<file path="src/rtl/alu_operand_stage.sv">
// EX-stage operand select with rs/rt bypass, load-use interlock and a
// single-entry valid/ready register feeding the ALU.
module alu_operand_stage #(
    parameter int DW     = 32,
    parameter int NFWD   = 2,
    parameter int BCONST = 16,
    parameter int CNTW   = 16
) (
    input  logic               clk,
    input  logic               resetn,
    input  logic               in_valid,
    output logic               in_ready,
    input  logic [1:0]         a_sel,
    input  logic [1:0]         b_sel,
    input  logic [DW-1:0]      rdata1,
    input  logic [DW-1:0]      rdata2,
    input  logic [DW-1:0]      ext,
    input  logic [NFWD-1:0]    rs_hit,
    input  logic [NFWD-1:0]    rt_hit,
    input  logic [NFWD*DW-1:0] fwd_data,
    input  logic [NFWD-1:0]    fwd_pend,
    input  logic               flush,
    output logic               out_valid,
    input  logic               out_ready,
    output logic [DW-1:0]      alu_a,
    output logic [DW-1:0]      alu_b,
    output logic [CNTW-1:0]    stall_cnt
);

    localparam logic [DW-1:0] BCONST_W = DW'(BCONST);

    logic [DW-1:0] rs_val;
    logic [DW-1:0] rt_val;
    logic          rs_pend;
    logic          rt_pend;
    logic          rs_used;
    logic          rt_used;
    logic          interlock;
    logic          capture;
    logic [DW-1:0] a_next;
    logic [DW-1:0] b_next;

    // Scan from the oldest source down so the lowest matching index wins.
    always_comb begin
        rs_val  = rdata1;
        rs_pend = 1'b0;
        rt_val  = rdata2;
        rt_pend = 1'b0;
        for (int i = NFWD - 1; i >= 0; i--) begin
            if (rs_hit[i]) begin
                rs_val  = fwd_data[i*DW +: DW];
                rs_pend = fwd_pend[i];
            end
            if (rt_hit[i]) begin
                rt_val  = fwd_data[i*DW +: DW];
                rt_pend = fwd_pend[i];
            end
        end
    end

    always_comb begin
        a_next = '0;
        case (a_sel)
            2'b00:   a_next = rs_val;
            2'b01:   a_next = rt_val;
            2'b10:   a_next = ext;
            default: a_next = '0;
        endcase
        b_next = '0;
        case (b_sel)
            2'b00:   b_next = rt_val;
            2'b01:   b_next = ext;
            2'b10:   b_next = '0;
            default: b_next = BCONST_W;
        endcase
    end

    assign rs_used   = (a_sel == 2'b00);
    assign rt_used   = (a_sel == 2'b01) || (b_sel == 2'b00);
    assign interlock = in_valid & ((rs_used & rs_pend) | (rt_used & rt_pend));
    assign in_ready  = !interlock & (!out_valid | out_ready) & !flush;
    assign capture   = in_valid & in_ready;

    always_ff @(posedge clk or negedge resetn) begin
        if (!resetn) begin
            out_valid <= 1'b0;
            alu_a     <= '0;
            alu_b     <= '0;
        end else begin
            if (flush) begin
                out_valid <= 1'b0;
            end else if (capture) begin
                out_valid <= 1'b1;
                alu_a     <= a_next;
                alu_b     <= b_next;
            end else if (out_ready) begin
                out_valid <= 1'b0;
            end
        end
    end

    // Interlock cycles are counted even while a flush is in progress.
    always_ff @(posedge clk or negedge resetn) begin
        if (!resetn) begin
            stall_cnt <= '0;
        end else if (interlock && (stall_cnt != {CNTW{1'b1}})) begin
            stall_cnt <= stall_cnt + 1'b1;
        end
    end

endmodule

</file>
<file path="config.mk">
export PLATFORM = sky130hd
export DESIGN_NAME = alu_operand_stage
export DESIGN_NICKNAME = d
export VERILOG_FILES = /design/src/rtl/alu_operand_stage.sv
export SDC_FILE = /design/constraint.sdc
export NUM_CORES = 1
export LEC_CHECK = 0
export CAP_MARGIN = 20
export CORE_ASPECT_RATIO = 0.7
export CORE_MARGIN = 2
export CORE_UTILIZATION = 47
export CTS_BUF_LIST = sky130_fd_sc_hd__clkbuf_4
export CTS_CLUSTER_DIAMETER = 80
export DETAILED_ROUTE_END_ITERATION = 10
export PLACE_DENSITY = 0.91
export SLEW_MARGIN = 20
export SYNTH_ARGS = -nofsm -noshare
export SYNTH_HDL_FRONTEND = slang
export SYNTH_SLANG_ARGS = --single-unit
</file>
<file path="constraint.sdc">
create_clock -name clk -period 3.58 [get_ports clk]
set_clock_uncertainty 0.2 [all_clocks]
set_input_delay 0.716 -clock clk [delete_from_list [all_inputs] [get_ports clk]]
set_output_delay 0.716 -clock clk [all_outputs]
set_load 0.05 [all_outputs]
</file>
==> flow_metrics.env <==
export IMPL_grt_total_usage_pct=31.5
export IMPL_gp_congestion=0.903
export IMPL_status="finished, final reports clean"
export IMPL_powerDensity_nw_per_um2=432
export IMPL_hold_class="in2async"
export IMPL_fin_tns_setup_ns=0
export IMPL_final_hold_viol_count=0
export IMPL_grt_pass1_vias=5906
export IMPL_cap_viol_max_count=0
export IMPL_area_growth_syn_to_layout_pct=48.7
export IMPL_final_cell_mix="clkdlybuf4s50_1 (247), a21oi_1 (126), dfrtp_1 (81)"
export IMPL_crit_path_end_kind="primary output"
export IMPL_path_buf_inv=2
export IMPL_initial_core_util_pct=48.3
export IMPL_syn_nets=877
export IMPL_cp_cell_sequence="clkdlybuf4s50_1 > nand3b_1 > a2111o_1 > o21a_1 > and2_1 > buf_12"
export IMPL_setup_viol=0
export IMPL_cts_sinks=81
export IMPL_firstDrtPassIters=5
export IMPL_grt_use_met3_pct=8.27
export IMPL_slowest_stage="clkdlybuf4s50_1"
export IMPL_cts_buffers=9
export IMPL_grt_max_degree=82
export IMPL_ir_drop_mv=0.286
export IMPL_synth_main_ff_cell="dfrtp_1"
export IMPL_ant_nets=0
export IMPL_cts_root_buf="clkbuf_4"
export IMPL_cts_tree="done"
export IMPL_use_met2_pct=53.5
export IMPL_rsz0062_at_grt="false"
export IMPL_std_cell_rows=33
export IMPL_async_flop_share_pct=100
export IMPL_clockBufferDepth=2
export IMPL_post_cts_buffers=0
export IMPL_yosysTopAreaCell="dfrtp_1"
export IMPL_fin_util_pct=71.9
export IMPL_htreeDepth=3
export IMPL_critical_path_top_delay_family="buffers and inverters"
export IMPL_arrival_ns=2.18
export IMPL_drive_gt1_share_pct=8.46
export IMPL_ys_types=37
export IMPL_yosys_mux_area_fraction_pct=13.0
export IMPL_syn_inst=701
export IMPL_required_ns=2.66
export IMPL_path_clk_slew_ns=0.14
export IMPL_layout_commonest_cell="clkdlybuf4s50_1"
export IMPL_min_period_ns=3.10
export IMPL_synthAdderAreaFrac_pct=0.221
export IMPL_drt_vias_per_instance=5.66
export IMPL_drt_total_wl_microns=20300
export IMPL_grt_ovfl_total=0
export IMPL_yosys_area_top_type_share_pct=35.8
export IMPL_synth_area_sq_um=5670
export IMPL_grtUsageMet1_pct=39.7
export IMPL_io_buffer_count=256
export IMPL_ctsHoldBuffers=0
export IMPL_cp_start_kind="input pin"
export IMPL_max_stage_delay_ns=0.47
export IMPL_cts_resized_gates=0
export IMPL_antenna_found_initial=2
export IMPL_slew_headroom_pct=48.6
export IMPL_tightest_slew_ns=0.771
export IMPL_slew_viol_final=0
export IMPL_initialDrtViolationCount=414
export IMPL_die_width_microns=135
export IMPL_grt_pass1_wl_microns=31400
export IMPL_io_pins=257
export IMPL_hpwlAfterDp_microns=14400
export IMPL_synth_edf_count=0
export IMPL_nets=1093
export IMPL_die_h_microns=95.9
export IMPL_synth_ff_latch_count=81
export IMPL_syn_area_per_cell_sq_um=8.09
export IMPL_die_area_sq_um=13000
export IMPL_synth_compound_area_share_pct=27.5
export IMPL_synth_top_family_by_area="compound AO/OA/AOI/OAI gates"
export IMPL_synth_xor_area_share_pct=1.85
export IMPL_yosys_top_cells_area="dfrtp_1 (36%), a21oi_1 (11%), mux2_2 (7.2%)"
export IMPL_wl_per_cell_microns=18.8
export IMPL_core_region_area_sq_um=11700
export IMPL_p_leak_uw=0.00358
export IMPL_max_freq_mhz=323
export IMPL_top_usage_layer="met2"
export IMPL_yosys_area_share_simple_pct=14.7
export IMPL_clk_latency_ns=0.44
export IMPL_ys_warnings_count=0
export IMPL_seq_area_frac_synth_pct=35.8
export IMPL_path_class="in2out"
export IMPL_drc=0
export IMPL_finalCritPeriodShare_pct=86.5
export IMPL_path_max_fanout=3
export IMPL_routed_via_count=6123
[synthesized netlist by cell type, drive strengths merged (2+ instances only)]
master / n
mux2: 37
o31ai: 31
nor3: 8
mux2i: 32
a21oi: 126
dfrtp: 81
and4: 2
clkbuf: 40
nand3: 5
and3: 2
nor4: 5
inv: 34
nand2b: 2
buf: 25
nor2b: 33
a211oi: 31
nor2: 39
o21ai: 34
xor2: 12
nand4: 2
a21o: 33
nand2: 77
[routing by layer]
layer	vias to the layer above	wire length [microns]
met3	38	2020
li1	2908	-
met4	0	499
met5	-	0
met2	320	9580
met1	2857	8210
[registers in the layout, indices dropped and copies added, names as in the netlist]
signal / flops
alu_a: 32
alu_b: 32
stall_cnt: 16
out_valid: 1
[worst paths after layout]
check                             start             to  slack, ns  cells after the start
min in group clk              alu_b[16]      alu_b[16]       0.30                      2
max reg2reg                stall_cnt[0]  stall_cnt[11]       1.04                      7
max                         fwd_pend[1]       in_ready       0.48                      6
min                              resetn      alu_a[27]       0.09                      1
min reg2reg                   alu_b[16]      alu_b[16]       0.30                      2
max in group asynchronous        resetn      alu_b[12]       2.55                      1
[final cells by class]
cell class,instances,area [sq um]
well taps,157,196
multi-input cells,521,3250
flip-flops and latches,81,2030
fillers,928,3300
inverters,34,128
clock buffers,9,67.6
clock inverters,7,93.8
diodes,2,5.00
repair buffers,270,2660
[where the power goes]
group / total, uW / switching [uW] / leakage [uW] / internal, uW
registers: 1230 / 136 / 0.00101 / 1090
clock network: 634 / 351 / 0.0000823 / 283
logic: 1780 / 1100 / 0.00249 / 676
total: 3640 / 1590 / 0.00358 / 2050
[stage by stage]
stage | cells | worst slack [ns] | instance area [sq um] | hold slack, ns | total power [uW]
after floorplan | 701 | 0.498 | 5670 | 0.220 | 2280
after global placement | 1063 | 0.492 | 8260 | 0.260 | 2990
after detailed placement | 1063 | 0.478 | 8260 | 0.266 | 3020
after CTS | 1079 | 0.484 | 8420 | 0.266 | 3650
after global routing | 1080 | 0.402 | 8430 | 0.137 | 3810
final | 1081 | 0.484 | 8430 | 0.0910 | 3640
[worst register-to-register path, cell delays in order, from the launching register on]
cell     delay [ns]
dfrtp_1        0.45
ha_1           0.18
nand3_1        0.14
or2_2          0.33
nor3_1         0.62
buf_4          0.28
nor4_1         0.08
xor2_1         0.15
[kinds of logic after synthesis]
| logic type | Yosys count |
|---|---|
| AND/OR/NAND/NOR | 179 |
| multiplexers | 69 |
| flip-flops | 81 |
| XOR/XNOR | 12 |
| buffers and inverters | 99 |
| adder cells (fa/ha/maj) | 1 |
| AO/OA/AOI/OAI | 260 |
Note: power is estimated with default switching activity, not from simulation.
==> RTL edit, RTL diff (same flow settings) <==
Set the parameter `BCONST` to 12 (it was 16).
--- a/src/rtl/alu_operand_stage.sv
+++ b/src/rtl/alu_operand_stage.sv
@@ -4,5 +4,5 @@
     parameter int DW     = 32,
     parameter int NFWD   = 2,
-    parameter int BCONST = 16,
+    parameter int BCONST = 12,
     parameter int CNTW   = 16
 ) (
Function: changed (a bounded check fails within 4 cycles, from zero or initial values and one cycle with resetn low).
==> RTL edit against the original RTL <==
Routed wire length fell by 2.0%; sequential share of layout area hardly changed; sequential cell count did not move; power fell by 2.3%; non-clock buffer count rose by 2; setup slack lost 10 ps; hold slack got worse by 54 ps; core utilization fell by 0.35 points; synthesized area is 0.26% higher; clock power down 14%; cell area shrank 0.13%; critical path type unchanged; largest power group unchanged.
==> RTL edit: results (changes against the original RTL) <==
Top post-synthesis cells by area -> dfrtp_1 (36%), a21oi_1 (11%), mux2_2 (7.5%)
Final setup violation count -> 0 (unchanged)
Clk buf depth -> 2 (unchanged)
Static leakage -> 3.58 nW (about the same)
Synth unique cells -> 36 (-2.7%)
Clock Sink Count -> 81 (unchanged)
Maximum vdd drop -> 0.267 mV (-6.7%)
Met2 GRT Util -> 0.519 (-0.0161)
M3 GR Usage -> 0.0769 (-0.00579)
Global-route wire length before repair -> 30000 µm (-4.4%)
Filler cell count -> 937 (+0.97%)
R2r startpoint -> stall_cnt[0]$_DFFE_PN0P_
Clk slew on worst S/H paths -> 150 ps
Antenna Cells -> 0 (-2)
Met1 track utilization from global routing -> 0.371 (-0.0260)
Initial antenna violation count -> 0 (-2)
Worst Tran Pin Value -> 716 ps (-54.4 ps)
Maximum number of pins on one net before global-route repair -> 63 (-23%)
DR WL met3 -> 1880 µm (-6.7%)
Comb_multi_in -> 522 (+0.19%)
Syn. warnings -> 0 (unchanged)
GP Congestion -> 0.884 (-2.1%)
Internal power -> 1.98 mW (-3.3%)
Number of global-route vias before repair -> 5875 (-0.52%)
DP HPWL -> 14100 µm (-2.1%)
Post-CTS setup repair buffer count -> 0 (unchanged)
HP Class -> in2async
Non-clock buffering overhead -> 0.317 (+0.00176)
Share of layout cells above drive strength 1 -> 0.0876 (+0.00297)
ClkCell Share -> 0.0162 (-0.00295)
Metal1 wirelength -> 8270 µm (+0.72%)
Slowest stage delay, CP -> 490 ps (+20 ps)
Post-synth top cells -> a21oi_1 (123), dfrtp_1 (81), nand2_1 (78)
Wire per inst -> 18.4 µm (-2.1%)
Multi-input combinational area share -> 0.388 (+0.00141)
Seq/Total Area, Yosys -> 0.357 (-0.000944)
Total Routing Usage GR -> 0.299 (-0.0162)
Worst skew pair latency -> 440 ps (about the same)
R2r setup slk -> 1370 ps (+330 ps)
Detailed router's first-iteration violation count -> 258 (-38%)
CTS HTree Levels -> 3 (unchanged)
Seq/total area -> 0.241 (+0.000322)
Outcome -> finished clean
Met2 WL -> 9400 µm (-1.9%)
Bufs w/o clock -> 272 (+0.74%)
# nets final -> 1096 (+0.27%)
Routed vias -> 6098 (-0.41%)
DR top layer -> met4
Reg-to-Reg End -> stall_cnt[1]$_DFFE_PN0P_
==> RTL edit: changes by cell type after synthesis, moves of 2 or more <==
cell	delta
mux2_2	+2
a21oi_1	-3
o21ai_0	+2
buf_4	+2
buf_2	-2
==> RTL edit: power by group through the flow <==
stage / registers [mW] / logic [mW] / clock network, mW
CTS: 1.22 / 1.78 / 0.562
detailed placement: 1.24 / 1.78 / 0
global route: 1.25 / 1.88 / 0.606
floorplan: 1.85 / 0.436 / 0
finish: 1.23 / 1.78 / 0.545
global placement: 1.23 / 1.76 / 0
==> RTL edit: how the worst max path moves through the flow <==
stage	start	endpoint	slack [ps]	depth (start not counted)
2_1_floorplan	a_sel[0]	in_ready	620	7
3_3_place_gp	fwd_pend[1]	in_ready	510	6
3_5_place_dp	fwd_pend[1]	in_ready	490	6
4_1_cts	fwd_pend[1]	in_ready	480	6
5_1_grt	fwd_pend[1]	in_ready	440	6
6_report	fwd_pend[1]	in_ready	470	6
==> RTL edit: stage by stage <==
stage | hold WS (ps) | setup slack, ps | std cells | cell area [µm²]
2_1_floorplan | 220 | 622 | 701 | 5680
3_3_place_gp | 259 | 507 | 1066 | 8280
3_5_place_dp | 267 | 490 | 1066 | 8280
4_1_cts | 33.1 | 481 | 1082 | 8420
5_1_grt | 35.0 | 441 | 1082 | 8420
6_report | 36.8 | 473 | 1082 | 8420
==> RTL edit: cells by family after synthesis <==
| family | count (synthesis) | share of synthesized area |
|---|---|---|
| buffers and inverters | 98 | 0.0709 |
| multiplexers | 70 | 0.132 |
| XOR/XNOR | 12 | 0.0185 |
| flip-flops | 81 | 0.357 |
| AO/OA/AOI/OAI | 259 | 0.273 |
| AND/OR/NAND/NOR | 180 | 0.147 |
| adder cells (fa/ha/maj) | 1 | 0.00220 |
